[src/rtl/aes_block_packer.sv]
// Word/block adapter between the HWPE streamers and the AES core: gathers plaintext
// words into cipher blocks, scatters ciphertext blocks into words, and counts finished blocks.
//
// state | meaning
// IDLE  | waiting for start_i, counters hold the last job's result
// RUN   | gather and scatter paths active until the last block is written out
// DONE  | single-cycle completion pulse, then back to IDLE
module aes_block_packer #(
  parameter int DATA_W  = 32,
  parameter int BLOCK_W = 128,
  parameter int CNT_W   = 16
) (
  input  logic               clk,
  input  logic               reset_n,
  input  logic               clear_i,
  input  logic               start_i,
  input  logic [CNT_W-1:0]   num_blocks_i,
  input  logic               in_valid_i,
  input  logic [DATA_W-1:0]  in_data_i,
  output logic               in_ready_o,
  output logic               blk_valid_o,
  output logic [BLOCK_W-1:0] blk_data_o,
  input  logic               blk_ready_i,
  input  logic               res_valid_i,
  input  logic [BLOCK_W-1:0] res_data_i,
  output logic               res_ready_o,
  output logic               out_valid_o,
  output logic [DATA_W-1:0]  out_data_o,
  input  logic               out_ready_i,
  output logic               busy_o,
  output logic               done_o,
  output logic [CNT_W-1:0]   blk_cnt_o
);

  localparam int WORDS = BLOCK_W / DATA_W;
  localparam int IDX_W = (WORDS > 1) ? $clog2(WORDS) : 1;
  localparam logic [IDX_W-1:0] LAST_IDX = IDX_W'(WORDS - 1);

  typedef enum logic [1:0] {
    ST_IDLE = 2'd0,
    ST_RUN  = 2'd1,
    ST_DONE = 2'd2
  } state_t;

  state_t               state;
  state_t               state_nxt;
  logic [CNT_W-1:0]     num_blocks_q;
  logic [CNT_W-1:0]     blk_issued;
  logic [IDX_W-1:0]     wr_idx;
  logic [IDX_W-1:0]     rd_idx;
  logic                 blk_full;
  logic                 res_full;
  logic [BLOCK_W-1:0]   res_buf;
  logic                 start_load;
  logic                 in_hs;
  logic                 blk_hs;
  logic                 res_hs;
  logic                 out_hs;
  logic                 last_word;
  logic                 last_block;

  assign start_load = (state == ST_IDLE) && start_i;
  assign in_hs      = in_valid_i && in_ready_o;
  assign blk_hs     = blk_valid_o && blk_ready_i;
  assign res_hs     = res_valid_i && res_ready_o;
  assign out_hs     = out_valid_o && out_ready_i;
  assign last_word  = (rd_idx == LAST_IDX);
  assign last_block = (blk_cnt_o == (num_blocks_q - CNT_W'(1)));

  always_ff @(posedge clk or negedge reset_n) begin
    if (!reset_n) begin
      state <= ST_IDLE;
    end else if (clear_i) begin
      state <= ST_IDLE;
    end else begin
      state <= state_nxt;
    end
  end

  always_comb begin
    state_nxt   = state;
    busy_o      = 1'b0;
    done_o      = 1'b0;
    in_ready_o  = 1'b0;
    res_ready_o = 1'b0;
    case (state)
      ST_IDLE: begin
        if (start_i) begin
          state_nxt = (num_blocks_i == '0) ? ST_DONE : ST_RUN;
        end
      end
      ST_RUN: begin
        busy_o      = 1'b1;
        in_ready_o  = !blk_full && (blk_issued < num_blocks_q);
        res_ready_o = !res_full;
        if (out_hs && last_word && last_block) begin
          state_nxt = ST_DONE;
        end
      end
      ST_DONE: begin
        busy_o    = 1'b1;
        done_o    = 1'b1;
        state_nxt = ST_IDLE;
      end
      default: state_nxt = ST_IDLE;
    endcase
  end

  // Handshake pairs on each path are mutually exclusive through the full flags,
  // so gather and scatter updates never collide on the same register.
  always_ff @(posedge clk or negedge reset_n) begin
    if (!reset_n) begin
      num_blocks_q <= '0;
      blk_issued   <= '0;
      blk_cnt_o    <= '0;
      wr_idx       <= '0;
      rd_idx       <= '0;
      blk_full     <= 1'b0;
      res_full     <= 1'b0;
      blk_data_o   <= '0;
      res_buf      <= '0;
    end else if (clear_i) begin
      num_blocks_q <= '0;
      blk_issued   <= '0;
      blk_cnt_o    <= '0;
      wr_idx       <= '0;
      rd_idx       <= '0;
      blk_full     <= 1'b0;
      res_full     <= 1'b0;
      blk_data_o   <= '0;
      res_buf      <= '0;
    end else if (start_load) begin
      num_blocks_q <= num_blocks_i;
      blk_issued   <= '0;
      blk_cnt_o    <= '0;
      wr_idx       <= '0;
      rd_idx       <= '0;
      blk_full     <= 1'b0;
      res_full     <= 1'b0;
    end else begin
      if (in_hs) begin
        for (int i = 0; i < WORDS; i++) begin
          if (wr_idx == IDX_W'(i)) begin
            blk_data_o[BLOCK_W-1-i*DATA_W -: DATA_W] <= in_data_i;
          end
        end
        if (wr_idx == LAST_IDX) begin
          wr_idx     <= '0;
          blk_full   <= 1'b1;
          blk_issued <= blk_issued + CNT_W'(1);
        end else begin
          wr_idx <= wr_idx + IDX_W'(1);
        end
      end
      if (blk_hs) begin
        blk_full <= 1'b0;
      end

      if (res_hs) begin
        res_buf  <= res_data_i;
        res_full <= 1'b1;
        rd_idx   <= '0;
      end else if (out_hs) begin
        if (last_word) begin
          rd_idx    <= '0;
          res_full  <= 1'b0;
          blk_cnt_o <= blk_cnt_o + CNT_W'(1);
        end else begin
          rd_idx <= rd_idx + IDX_W'(1);
        end
      end
    end
  end

  assign blk_valid_o = blk_full;
  assign out_valid_o = res_full;

  always_comb begin
    out_data_o = '0;
    for (int i = 0; i < WORDS; i++) begin
      if (rd_idx == IDX_W'(i)) begin
        out_data_o = res_buf[BLOCK_W-1-i*DATA_W -: DATA_W];
      end
    end
  end

endmodule

[config.mk]
export PLATFORM = sky130hd
export DESIGN_NAME = aes_block_packer
export DESIGN_NICKNAME = d
export VERILOG_FILES = /design/src/rtl/aes_block_packer.sv
export SDC_FILE = /design/constraint.sdc
export NUM_CORES = 1
export LEC_CHECK = 0
export BUFFER_PORTS_ARGS = -buffer_cell sky130_fd_sc_hd__buf_2
export CAP_MARGIN = 10
export CORE_MARGIN = 2
export CORE_UTILIZATION = 30
export CTS_CLUSTER_SIZE = 25
export DETAILED_ROUTE_END_ITERATION = 8
export PLACE_DENSITY = 0.49
export SLEW_MARGIN = 0
export SYNTH_ARGS = -nofsm -noshare
export SYNTH_HDL_FRONTEND = slang
export SYNTH_SLANG_ARGS = --single-unit
[constraint.sdc]
create_clock -name clk -period 3.1 [get_ports clk]
set_clock_uncertainty 0.05 [all_clocks]
set_input_delay 0 -clock clk [delete_from_list [all_inputs] [get_ports clk]]
set_output_delay 0 -clock clk [all_outputs]
set_load 0.02 [all_outputs]
* Word-level counts from Yosys, hierarchy flattened
Index checks and enable logic that the tools add are counted. W data, S select, Z words.
Storage, ports and cells: register bits 312, input port bits 184, output and inout bits 182, logic and storage cells 125
Operators by class: add/sub/neg operators 5, order comparisons 1, equality and inequality tests 13, muxes and demuxes 53, reduce and logical (&&, ||, !) cells 40
Operators by type and width (count):
- $mux W128 | 6
- $mux W32 | 8
- $mux W16 | 11
- $add A16 B1 Y16 const B | 2
- $mux W2 | 13
- $eq A16 B16 Y1 | 1
- $logic_not A16 Y1 | 1
- $lt A16 B16 Y1 | 1
- $reduce_bool A4 Y1 | 4
- $sub A16 B1 Y16 const B | 1
- $reduce_and A3 Y1 | 5
- $mux W1 | 14
- $reduce_bool A2 Y1 | 7
- $reduce_bool A3 Y1 | 4
- $eq A2 B2 Y1 const B | 5
- $reduce_and A2 Y1 | 5
- $ne A3 B3 Y1 const B | 3
- $logic_and A1 B1 Y1 | 8
- $eq A2 B1 Y1 const B | 3
- $logic_not A2 Y1 | 3
- $add A2 B1 Y2 const B | 2
- $pmux W2 S2 | 1
- $logic_not A1 Y1 | 2
- $ne A2 B2 Y1 const B | 1
- $reduce_or A2 Y1 | 1

* Depth between registers and ports, before layout
Gate-level depths: netlist (run 1).
depth in word-level cells 8, gate-level depth with buffers 13, mapped depth without buffers 9

* Worst setup path after synthesis (run 1)
No wires, ideal clock.
path kind reg-to-reg, start point register num_blocks_q[5], end point register blk_data_o[101], library setup time 0.079 ns, arrival time 2.697 ns, required time 2.971 ns, slack 0.273 ns, cell stages (with the launch flop) 14, path buffers 4, clock period less this slack 2.827 ns, path through dfrtp_1 buf_2 inv_1 ha_1 a21o_1 a21o_1 a21o_1 a221oi_2 o2111a_1 buf_2 and3_1 buf_2 buf_4 mux2i_1
Between the ends: longest elaborated chain between the ends 6
RTL lines:
- start, declared | RTL line 47 | logic [CNT_W-1:0] num_blocks_q;
- start signal, assigned | RTL line 133 | num_blocks_q <= num_blocks_i;
- $lt A16 B16 Y1 | RTL line 94 | in_ready_o = !blk_full && (blk_issued < num_blocks_q);
- $logic_and A1 B1 Y1 | RTL line 94
- $mux W1 | RTL line 86 | case (state)
- $logic_and A1 B1 Y1 | RTL line 63 | assign in_hs = in_valid_i && in_ready_o;
- $reduce_bool A2 Y1 (no source line)
- $reduce_and A3 Y1 (no source line)
- end signal, assigned by index | RTL line 144 | blk_data_o[BLOCK_W-1-i*DATA_W -: DATA_W] <= in_data_i;
- end, declared | RTL line 22 | output logic [BLOCK_W-1:0] blk_data_o,
Every way passes these cells. A chain may end at the register's enable or synchronous reset.

* Final worst setup path (run 1)
start point register num_blocks_q[5], end point register blk_data_o[106]
Same word-level chain as after synthesis.

==> results of run 1 <==
-- report_power, final --
part | total (uW) | switching, uW | leakage [uW] | internal [uW]
clock network | 4440 | 1800 | 0.000605 | 2640
logic | 1450 | 821 | 0.00561 | 629
registers | 4270 | 90.0 | 0.00434 | 4180
-- cell families after synthesis --
logic type,count (synthesis),share of synthesized area [%]
simple gates,486,16.5
compound gates,354,16.4
mux,106,7.04
fa+ha+maj,29,2.41
flops,312,51.8
buf+inv,148,3.87
xor+xnor,33,1.92
-- worst paths after layout --
kind | startpoint | end | slack [ns] | cells after the start
max | num_blocks_q[5] | blk_data_o[106] | 0.14 | 11
min | reset_n | blk_data_o[121] | 0.03 | 2
max reg2reg | num_blocks_q[5] | blk_data_o[106] | 0.14 | 11
min reg2reg | blk_data_o[15] | blk_data_o[15] | 0.45 | 1
max in group asynchronous | reset_n | res_buf[16] | 2.00 | 3
min in group clk | res_data_i[32] | res_buf[32] | 0.15 | 3
-- timing repair --
item | CTS | global route
resized for setup | 0 | 2
hold endpoints to repair | 464 | 3
setup endpoints to repair | 0 | 29
hold buffers | 183 | 1
buffers inserted | 0 | 6
-- sequential cells by signal, summed over array words and instances (netlist names) --
signal and flops:
blk_cnt_o 16, blk_data_o 128, blk_issued 16, blk_valid_o 1
num_blocks_q 16, out_valid_o 1, rd_idx 2, res_buf 128
state 2, wr_idx 2
-- Yosys cell counts (2+ instances only) --
library cell                count
sky130_fd_sc_hd__a211oi_1       3
sky130_fd_sc_hd__a21o_1        11
sky130_fd_sc_hd__a21oi_1      117
sky130_fd_sc_hd__a22o_1       143
sky130_fd_sc_hd__a31oi_1        3
sky130_fd_sc_hd__and3_1        12
sky130_fd_sc_hd__buf_1          5
sky130_fd_sc_hd__buf_2          9
sky130_fd_sc_hd__buf_4          2
sky130_fd_sc_hd__clkbuf_1     104
sky130_fd_sc_hd__dfrtp_1      312
sky130_fd_sc_hd__ha_1          29
sky130_fd_sc_hd__inv_1         26
sky130_fd_sc_hd__mux2i_1      106
sky130_fd_sc_hd__nand2_1      143
sky130_fd_sc_hd__nand2b_1     131
sky130_fd_sc_hd__nand3_1       17
sky130_fd_sc_hd__nand4_1       32
sky130_fd_sc_hd__nor2_1        92
sky130_fd_sc_hd__nor2b_1        5
sky130_fd_sc_hd__nor3_1         4
sky130_fd_sc_hd__nor3_2         3
sky130_fd_sc_hd__nor4_1        18
sky130_fd_sc_hd__o2111ai_1      3
sky130_fd_sc_hd__o211a_1        2
sky130_fd_sc_hd__o211ai_1       2
sky130_fd_sc_hd__o21ai_0       36
sky130_fd_sc_hd__o31ai_1       22
sky130_fd_sc_hd__or2_2          2
sky130_fd_sc_hd__or3_1         13
sky130_fd_sc_hd__or4_1          7
sky130_fd_sc_hd__xnor2_1       14
sky130_fd_sc_hd__xor2_1        19
-- worst max-delay path, cell delays in order (launching register included) --
cell	delay (ns)
sky130_fd_sc_hd__dfrtp_1	0.37
sky130_fd_sc_hd__inv_1	0.07
sky130_fd_sc_hd__ha_1	0.31
sky130_fd_sc_hd__a21o_1	0.16
sky130_fd_sc_hd__a21o_1	0.17
sky130_fd_sc_hd__a21o_1	0.20
sky130_fd_sc_hd__a221oi_4	0.36
sky130_fd_sc_hd__o2111a_1	0.28
sky130_fd_sc_hd__buf_12	0.18
sky130_fd_sc_hd__and3_2	0.22
sky130_fd_sc_hd__buf_12	0.23
sky130_fd_sc_hd__mux2i_1	0.24
-- final cells by class --
type | instances | area, um2 | share of cell area [%]
Antenna cell | 3 | 7.51 | 0.0356
Inverter | 26 | 97.6 | 0.462
Timing Repair Buffer | 616 | 4380 | 20.8
Multi-Input combinational cell | 1008 | 6750 | 32.0
Clock inverter | 13 | 124 | 0.587
Clock buffer | 54 | 1100 | 5.22
Tap cell | 672 | 841 | 3.98
Sequential cell | 312 | 7810 | 37.0
-- metal layers --
metal	vias to the layer above	share of wire [%]	track usage, %
li1	6268	-	-
met2	427	46	31.4
met1	6604	46	27.1
met3	46	6.1	3.75
met4	0	1.5	4.35
met5	-	0	0
-- metrics by stage --
stage | util [%] | worst slack, ns | power [uW]
2_1_floorplan | - | 0.273 | 5000
3_3_place_gp | 36.0 | 0.0957 | 5580
3_5_place_dp | 36.0 | 0.0516 | 5590
4_1_cts | 42.2 | 0.0320 | 10300
5_1_grt | 42.3 | -0.00679 | 10600
6_report | 42.3 | 0.139 | 10200
==> impl_summary.md, run 1 <==
GRT
The number of global-route vias before repair is about 14k. The aggregate global routing overflow is 0. The global-route wire length before repair is 81.4 mm.

The initial antenna violation count is 3. The combined global-route utilization of all metal layers is 19.5%. The maximum number of pins on one net before global-route repair is 86.

Cells and area
The final layout contains 2216 nets. In the layout the commonest cells are sky130_fd_sc_hd__buf_2, sky130_fd_sc_hd__dfrtp_1, sky130_fd_sc_hd__dlygate4sd3_1. After filler insertion, the fill cell instance count of the layout stands at roughly 4.9k. The post-route netlist has approximately 25% of its cells at a drive strength greater than 1. Leaving out fill and tap cells, the most frequent cell in the layout is sky130_fd_sc_hd__buf_2. The final non-filler cell area is 21100 um2.

Relative to the synthesized area, the layout overhead comes to 40.2%. The finished layout holds 2704 standard cells, fillers aside.

Floorplan
The die extent in y is 228 um. Row generation in the floorplan step produced 82 rows. Measured along the x axis, the die boundary spans 228 um. The starting density of the core is 30.2%. The area of the core is 49900 um2. The floorplan die area is roughly 52000 um2. The top-level port count is 366.

STA
Setup violations remaining at the end of the flow were counted as 0. The headroom to the max-slew limit is 45.5%. For the final routed database, the setup TNS stands at 0 ns. The time the worst path needs with I/O delays and setup is 2.96 ns.

For the pin with the worst max-slew slack, the measured transition is 0.815 ns. The count of final max-slew check failures is 0. The final hold violation count came to 0. The final worst hold slack is 0.0307 ns. Based on the critical path, the design can be clocked at up to 338 MHz. The share of the clock period used by the worst path after layout is 95.5%.

Drt
The final routed DRC violation total is 0. After detailed routing, the average wire length per cell comes to 19.0 um. The count of TritonRoute iterations in the first routing pass is 5. The number of DRC markers in iteration 0 is 804. The remaining number of nets flagged by the antenna check after routing is 0.

The total length of routed wires is 51.3 mm. Dividing the detail-routed via count by the number of cells gives 4.94. Detailed routing inserted a total of ~13k vias.

Setup path
The data required time of the worst path is ~3.5 ns. The worst setup path is of the reg -> reg kind. The category of the worst setup path launch point is a flop. Of all nets on the critical path, the largest fanout is 27.

Data on the critical path arrives at its endpoint at between 3 and 4 ns. STA classifies the critical path endpoint as a flop.

CTS
The latest clock arrival within the worst-skew pair is roughly 0.54 ns. The tree is rooted in a sky130_fd_sc_hd__clkbuf_16. The clock slew at the register clock pins of the worst setup and hold paths is 0.06 ns.

TritonCTS built the clock tree. The clock net sink count is about 310. CTS built an H-tree with a depth of 2.

The clock passes through at most 3 buffers. The number of clock buffers added by TritonCTS is 39.

Yosys
The synthesized design contains 312 register bits. By area the synthesized netlist is led by sky130_fd_sc_hd__dfrtp_1, sky130_fd_sc_hd__a22o_1, sky130_fd_sc_hd__mux2i_1, sky130_fd_sc_hd__nand2b_1, sky130_fd_sc_hd__a21oi_1. Counting flops with a built-in enable in the synthesized netlist gives 0. Synthesis instantiated 54 different standard cells from the library. After synthesis, the share of flip-flops with an asynchronous set or reset is 100%. The number of instances in the synthesized netlist is 1468. The cell taking the most area after synthesis is sky130_fd_sc_hd__dfrtp_1. The prevailing post-synth register cell is sky130_fd_sc_hd__dfrtp_1.

Synthesis produced a netlist with a net count of 1681. The post-synth design cell area is about 15000 um2. The average cell area after synthesis is 10.3 um2. Yosys printed 0 warnings. Summing the sequential cell areas from Yosys gives 51.8% of the chip area. The area share of the leading cell type in the synthesized netlist is 51.8%.

Placement
The count of buffers added on input and output ports is 365. The final HPWL from detailed placement is 35.5 mm. The final weighted congestion of routability-driven global placement is 0.880.

Summing all placed instances gives a cell area of between 15000 and 20000 um2. After detailed placement, the design holds a cell count of 2444.

Run
The max-capacitance violation count is 0.

Power
The maximum VDD drop is 0.376 mV. The areal power density over the cells is 481 nW/um2. The analysis attributes to cell leakage a power of 0.0106 uW.

Min path
The path class of the tightest hold or removal check is in -> async.

Run status
The flow ran to the end, and the final reports show no timing, DRC or antenna violations.
Note: power is estimated with default switching activity, not from simulation.
==> run 2, diff against run 1 <==
--- a/config.mk
+++ b/config.mk
@@ -7,11 +7,12 @@
 export LEC_CHECK = 0
 export BUFFER_PORTS_ARGS = -buffer_cell sky130_fd_sc_hd__buf_2
 export CAP_MARGIN = 10
-export CORE_MARGIN = 2
+export CELL_PAD_IN_SITES_DETAIL_PLACEMENT = 0
+export CELL_PAD_IN_SITES_GLOBAL_PLACEMENT = 2
 export CORE_UTILIZATION = 30
 export CTS_CLUSTER_SIZE = 25
 export DETAILED_ROUTE_END_ITERATION = 8
-export PLACE_DENSITY = 0.49
+export PLACE_DENSITY = 0.72
 export SLEW_MARGIN = 0
 export SYNTH_ARGS = -nofsm -noshare
 export SYNTH_HDL_FRONTEND = slang
==> impl_summary.md, run 2 (synthesized netlist as in run 1, its figures left out) <==
STA
The worst path meets setup with 0.230 ns of slack. The highest attainable clock frequency is 348 MHz. The final hold violation count is 0. The headroom to the max-slew limit is 37.4%. At the pin with the least slew margin, the transition time is ~0.94 ns. The count of final max-slew check failures came to 0.

The routed design could run at a clock period as short as 2.87 ns. The final sum of negative setup slack is 0 ns. Setup repair after global routing left no endpoint under its margin. Setup violations remaining at the end of the flow were counted as 0. The share of the clock period used by the worst path after layout is around 93%.

Hold timing on the final database bottoms out at a slack of 0.125 ns.

Placement
The number of port buffers is around 370. Summed over all nets, the half-perimeter wirelength after detailed placement is 34.9 mm. The final weighted congestion of routability-driven global placement is 0.812. The worst-case setup slack after placement is approximately 0.2 ns. Counting tap cells, the placed design contains a total of 2423 instances.

Min path
In this run the worst hold path is classified as in -> reg. The startpoint identified for the worst hold timing path is clear_i. The worst hold path was traced through 3 stages. The sink of the worst hold path is blk_data_o[93].

GRT
The initial antenna violation count is 4. The combined global-route utilization of all metal layers is 19.9%. The number of global-route vias before repair is about 14k. The aggregate global routing overflow is 0. The global-route wire length before repair is 79.1 mm. The maximum number of pins on one net before global-route repair is 129.

Cells and area
Cells with a size suffix above 1 make up 24.4% of the layout. The sequential cells in the finished layout cover a total of 7810 um2. The top cell types in the final layout, fill and taps aside, are sky130_fd_sc_hd__buf_2, sky130_fd_sc_hd__dfrtp_1, sky130_fd_sc_hd__dlygate4sd3_1.

Measured on the finished design, the core utilization comes to 42.4%. The number of inserted filler cells in the final layout is roughly 4.9k. The finished layout holds approximately 2.7k standard cells, fillers aside. In the final layout, the registers with the most flip-flops are blk_data_o x128, res_buf x128. The most common cell after layout, fill and taps aside is sky130_fd_sc_hd__buf_2. In the final layout, the multi-input gates occupy 6750 um2.

The area growth from synthesis to final layout is 38.6%. The total number of nets in the final design is 2204.

Setup path
The cell with the most instances on the worst path is sky130_fd_sc_hd__a21o_1. The data required time of the worst path is 3.52 ns. The endpoint of the worst register-to-register path is blk_data_o[29]. STA classifies the critical path startpoint as a flop.

The setup slack of the most critical reg-to-reg path is 0.23 ns. The number of cells on the worst reg-to-reg path is 9. The largest individual stage delay along the critical path comes from the cell sky130_fd_sc_hd__dlygate4sd3_1. The largest single stage delay on the critical path is 0.58 ns. The arrival time reported for the critical path endpoint is ~3.3 ns.

STA classifies the critical path endpoint as a flop. The worst register-to-register path begins at blk_issued[5]. The signal on the critical path passes through ha_1 -> a21o_1 -> a21o_1 -> a21o_1 -> a221oi_2 -> o2111a_2 -> nand4_1 -> dlygate4sd3_1 -> a21oi_1. The largest driver fanout on the critical path is 7. The setup path with the least slack is of type reg -> reg.

Floorplan
The core region is 49300 um2. The floorplan step defined a die boundary enclosing just over 50000 um2. The width of the chip is roughly 230 um.

Once the floorplan was initialized, standard cells occupied around 31% of the core. The row count is between 80 and 90. In this run the count of I/O pins placed on the die edge is 366.

In this run the vertical extent of the chip is approximately 230 um.

Drt
The total length of routed wires is around 52 mm. The pre-antenna-repair detailed-routing pass consisted of 4 iterations. In this run, the number of DRC markers left after iteration 0 of detailed routing was roughly 840. The via count is 13.2k.

The average vias per placed instance is about 4.9. After detailed routing, the number of remaining DRC violations is 0. The count of nets left with antenna violations once routing finished came out at 0. The per-cell routed wire length is around 19 um.

CTS
The clock passes through at most 3 buffers. The library cell used as clock root buffer is sky130_fd_sc_hd__clkbuf_16. After clock tree synthesis, the clock-pin slew on the worst setup and hold paths is 0.06 ns. The latest clock arrival within the worst-skew pair is 0.56 ns. The clock net sink count is 312. The clock tree synthesis step divided the H-tree into 2 levels. The CTS tree is done. The number of clock buffers inserted by TritonCTS is 38.

Power
The analysis attributes to cell leakage a power of 0.0104 uW. Power spread over the standard cell area amounts to between 400 and 500 nW/um2. Across the VDD grid, the largest voltage drop is ~0.38 mV.

Run status
The flow ran to the end, and the final reports show no timing, DRC or antenna violations.

Run
The max-capacitance violation count is 0.
==> run 2: cell count changes in the layout (fill, tap and decap cells not counted), sizes merged <==
cell,previous run,this run
clkbuf,54,50
o2111ai,3,4
bufinv,2,1
dlygate4sd3,184,190
inv,27,28
buf,432,414
clkinv,8,11
clkinvlp,2,0
==> run 2: worst max path at each step <==
stage,start,end,slack (ns)
2_1_floorplan,num_blocks_q[5],blk_data_o[101],0.27
3_3_place_gp,num_blocks_q[0],state[0],0.22
3_5_place_dp,num_blocks_q[0],state[0],0.20
4_1_cts,num_blocks_q[1],state[0],0.18
5_1_grt,blk_issued[5],blk_data_o[29],0.06
6_report,blk_issued[5],blk_data_o[29],0.23
==> run 2: worst max-delay path, delay by kind of cell, from the launching register on <==
kind	cells	cell delay (ns)
compound gates	6	1.29
buf+inv	1	0.58
flops	1	0.44
fa+ha+maj	1	0.31
simple gates	1	0.11
==> run 2: per-stage QoR <==
step	power (uW)	instance area (um2)
2_1_floorplan	5000	15100
3_3_place_gp	5560	17800
3_5_place_dp	5560	17800
4_1_cts	10100	20800
5_1_grt	10400	20900
6_report	9940	20900
==> run 2: what timing repair did <==
item	4_1_cts	5_1_grt
endpoints found under the setup margin	0	8
hold buffers	189	1
resized for setup	0	1
setup buffers	0	1
hold endpoints to repair	562	1
==> run 2: report_power, final <==
part / internal [uW] / switching [uW] / leakage (uW)
logic: 612 / 816 / 0.00553
registers: 4180 / 88.7 / 0.00434
clock network: 2430 / 1810 / 0.000576
==> run 2: metal layers <==
metal	vias up	track usage [%]	wire length (um)
li1	6273	-	-
met1	6523	26.5	23300
met2	363	31.9	24400
met3	66	4.72	3230
met4	2	5.56	1040
met5	-	0	10
==> run 2: cell type report <==
type	count	area share [%]
flip-flops and latches	312	37.4
multi-input cells	1009	32.3
repair buffers	604	20.3
clock buffers	50	4.96
well taps	664	3.98
clock inverters	14	0.545
inverters	26	0.467
diodes	3	0.0360
==> run 3, diff against run 2 <==
--- a/config.mk
+++ b/config.mk
@@ -5,14 +5,15 @@
 export SDC_FILE = /design/constraint.sdc
 export NUM_CORES = 1
 export LEC_CHECK = 0
+export ABC_CLOCK_PERIOD_IN_PS = 3150
 export BUFFER_PORTS_ARGS = -buffer_cell sky130_fd_sc_hd__buf_2
 export CAP_MARGIN = 10
 export CELL_PAD_IN_SITES_DETAIL_PLACEMENT = 0
 export CELL_PAD_IN_SITES_GLOBAL_PLACEMENT = 2
-export CORE_UTILIZATION = 30
+export CORE_UTILIZATION = 33
 export CTS_CLUSTER_SIZE = 25
 export DETAILED_ROUTE_END_ITERATION = 8
-export PLACE_DENSITY = 0.72
+export PLACE_DENSITY = 0.78
 export SLEW_MARGIN = 0
 export SYNTH_ARGS = -nofsm -noshare
 export SYNTH_HDL_FRONTEND = slang
==> constraint.sdc (replaced) <==
create_clock -name clk -period 3.15 [get_ports clk]
set_clock_uncertainty 0.05 [all_clocks]
set_input_delay 0 -clock clk [delete_from_list [all_inputs] [get_ports clk]]
set_output_delay 0 -clock clk [all_outputs]
set_load 0.02 [all_outputs]
==> impl_summary.md, run 3 (synthesized netlist as in run 1, its figures left out) <==
Drt
The number of DRC markers in iteration 0 is 815. The total length of routed wires is 50.1 mm. The per-cell routed wire length is 19.2 um. The detail route stage leaves a number of antenna-violating nets equal to 0. For this run, the detailed router's first-pass iteration total came to 6. The average vias per placed instance is about 5.1.

The via count is 13.2k. After detailed routing, the number of remaining DRC violations is 0.

Power
Across the VDD grid, the largest voltage drop is 0.363 mV. The areal power density over the cells is around 470 nW/um2. The internal power component is 7190 uW. The total leakage power is 0.0104 uW. The switching part of the total is 26.6%. The switching power total is 2610 uW.

The part of the power in registers is a little over two fifths. The share of total power in combinational logic is between 10% and 20%. The clock network is responsible for 43.1% of the overall power.

GRT
The first global-routing pass estimated 79.0 mm of wire. After global routing the overflow that remains totals 0. The initial antenna violation count came to 4.

The maximum number of pins on one net before global-route repair is 165. Global routing used 21.5% of the available tracks. The number of global-route vias before repair is 13.7k.

STA
Setup repair after global routing could not meet its margin everywhere. The count of final max-slew check failures is 0. The count of final setup violators is 0.

For the pin with the worst max-slew slack, the measured transition is 0.874 ns. Static timing analysis puts the maximum clock frequency at 342 MHz. The final hold violation count is 0. The worst pin sits at a relative slew slack of 41.7%.

The final worst hold slack is 0.0395 ns. The share of the clock period used by the worst path after layout is around 93%. The time the worst path needs with I/O delays and setup is around 2.9 ns. The final sum of negative setup slack is 0 ns.

Cells and area
The fraction of final layout cells with drive strength greater than 1 is roughly 24%. After filler insertion, the fill cell instance count of the layout stands at ~4.2k. The largest registers in the layout are blk_data_o x128, res_buf x128.

The most common cell after layout, fill and taps aside is sky130_fd_sc_hd__buf_2. The area growth from synthesis to layout is 37.8%. The final cell count without fillers is 2606. Leaving out fill and tap cells, the most frequent cells in the layout are sky130_fd_sc_hd__buf_2, sky130_fd_sc_hd__dfrtp_1, sky130_fd_sc_hd__dlygate4sd3_1. At the end of the flow, the number of nets in the layout was 2197.

Setup path
The largest driver fanout on the critical path is 8. The number of cells on the worst reg-to-reg path is 9. The classification of the worst setup path is reg -> reg.

The setup slack of the most critical reg-to-reg path is 0.22 ns. In this run the worst setup path begins at num_blocks_q[1]. The arrival time reported for the critical path endpoint is approximately 3.3 ns. The critical register-to-register path startpoint is num_blocks_q[1]. The worst setup path is captured at a flop. At the worst endpoint, the required time is 3.49 ns. The category of the worst setup path launch point is a flop. In this run the critical register-to-register path is captured at state[0].

CTS
The H-tree generated during clock tree synthesis spans 2 levels. The clock reaches the later pin of the worst-skew pair after 0.54 ns. In this run the clock root is driven by a sky130_fd_sc_hd__clkbuf_16. The clock slew at the register clock pins of the worst setup and hold paths is 0.06 ns. Counting along the longest clock path gives a buffer depth of 3.

CTS saw around 310 sinks. TritonCTS created 39 clock buffers. The CTS tree is done.

Placement
Including well taps, the total number of placed cells is 2350. The final HPWL from detailed placement is 34.2 mm. The number of port buffers is 365.

The congestion estimate from routability-driven global placement came to 0.807.

Floorplan
The floorplan die area is 46500 um2. In this run the count of I/O pins placed on the die edge is approximately 370. The die extent in y is 216 um. The initial utilization of the core area, before any placement, comes to 33.8%.

In this run the horizontal extent of the chip is 216 um. The area of the core is 44600 um2. The floorplan has 77 rows.

Min path
The tightest min-delay check is of the in -> async type.

Run
The tool flagged a number of max-cap violations equal to 0.

Run status
The flow ran to the end, and the final reports show no timing, DRC or antenna violations.
run 3: cell count changes in the layout (fill, tap and decap cells not counted), moves of 2 or more:
cell	delta
sky130_fd_sc_hd__clkbuf_1	+4
sky130_fd_sc_hd__buf_4	-3
sky130_fd_sc_hd__buf_12	+2
sky130_fd_sc_hd__clkinv_2	-2
sky130_fd_sc_hd__dlygate4sd3_1	-6
run 3: layout make-up:
type / instances / area (um2) / share of cell area, %
antenna: 4 / 10.0 / 0.0482
clock buffer: 56 / 1090 / 5.25
clock inverter: 11 / 87.6 / 0.422
inverter: 26 / 97.6 / 0.470
multi-input combinational: 1008 / 6740 / 32.5
sequential: 312 / 7810 / 37.6
tap: 592 / 741 / 3.57
timing repair buffer: 597 / 4190 / 20.2
run 3: how the worst max path moves through the flow:
stage	to	cells after the start
after floorplan	blk_data_o[101]	13
after global placement	state[0]	9
after detailed placement	state[0]	9
after CTS	state[0]	9
after global routing	blk_data_o[34]	9
final	state[0]	9
run 3: what timing repair did:
item                                    CTS  global route
hold buffers                            184             0
gates resized for setup                   0             1
endpoints found under the setup margin    0             5
buffers inserted                          0             1
endpoints found under the hold margin   389             0
run 3: power groups by stage:
stage	sequential (uW)	combinational, uW	clock [uW]
final	4200	1380	4220
after detailed placement	4270	1200	0
after global routing	4210	1510	4500
after floorplan	4270	649	0
after global placement	4270	1190	0
after CTS	4200	1390	4330
run 3: worst max-delay path: stages (launching register included):
cell and delay [ns]:
sky130_fd_sc_hd__dfrtp_1 0.46, sky130_fd_sc_hd__inv_1 0.14, sky130_fd_sc_hd__ha_1 0.37, sky130_fd_sc_hd__nor4b_4 0.35, sky130_fd_sc_hd__nand4_1 0.15, sky130_fd_sc_hd__xnor2_1 0.22, sky130_fd_sc_hd__o2111ai_1 0.14, sky130_fd_sc_hd__or4_1 0.46
sky130_fd_sc_hd__o21ai_0 0.31, sky130_fd_sc_hd__o32ai_1 0.13
run 3: through the flow:
stage	setup slack, ns	total power [uW]	util (%)	area (um2)
after floorplan	0.323	4920	-	15100
after global placement	0.195	5460	39.7	17700
after detailed placement	0.181	5470	39.7	17700
after CTS	0.141	9910	46.5	20700
after global routing	-0.00349	10200	46.5	20800
final	0.223	9800	46.5	20800
run 3: layer usage:
metal	vias to the layer above	track usage, %	part of all wire, %
met4	0	5.96	2.2
met1	6559	28.9	46
met2	370	35.3	47
li1	6242	-	-
met5	-	0	0
met3	67	3.93	5.1
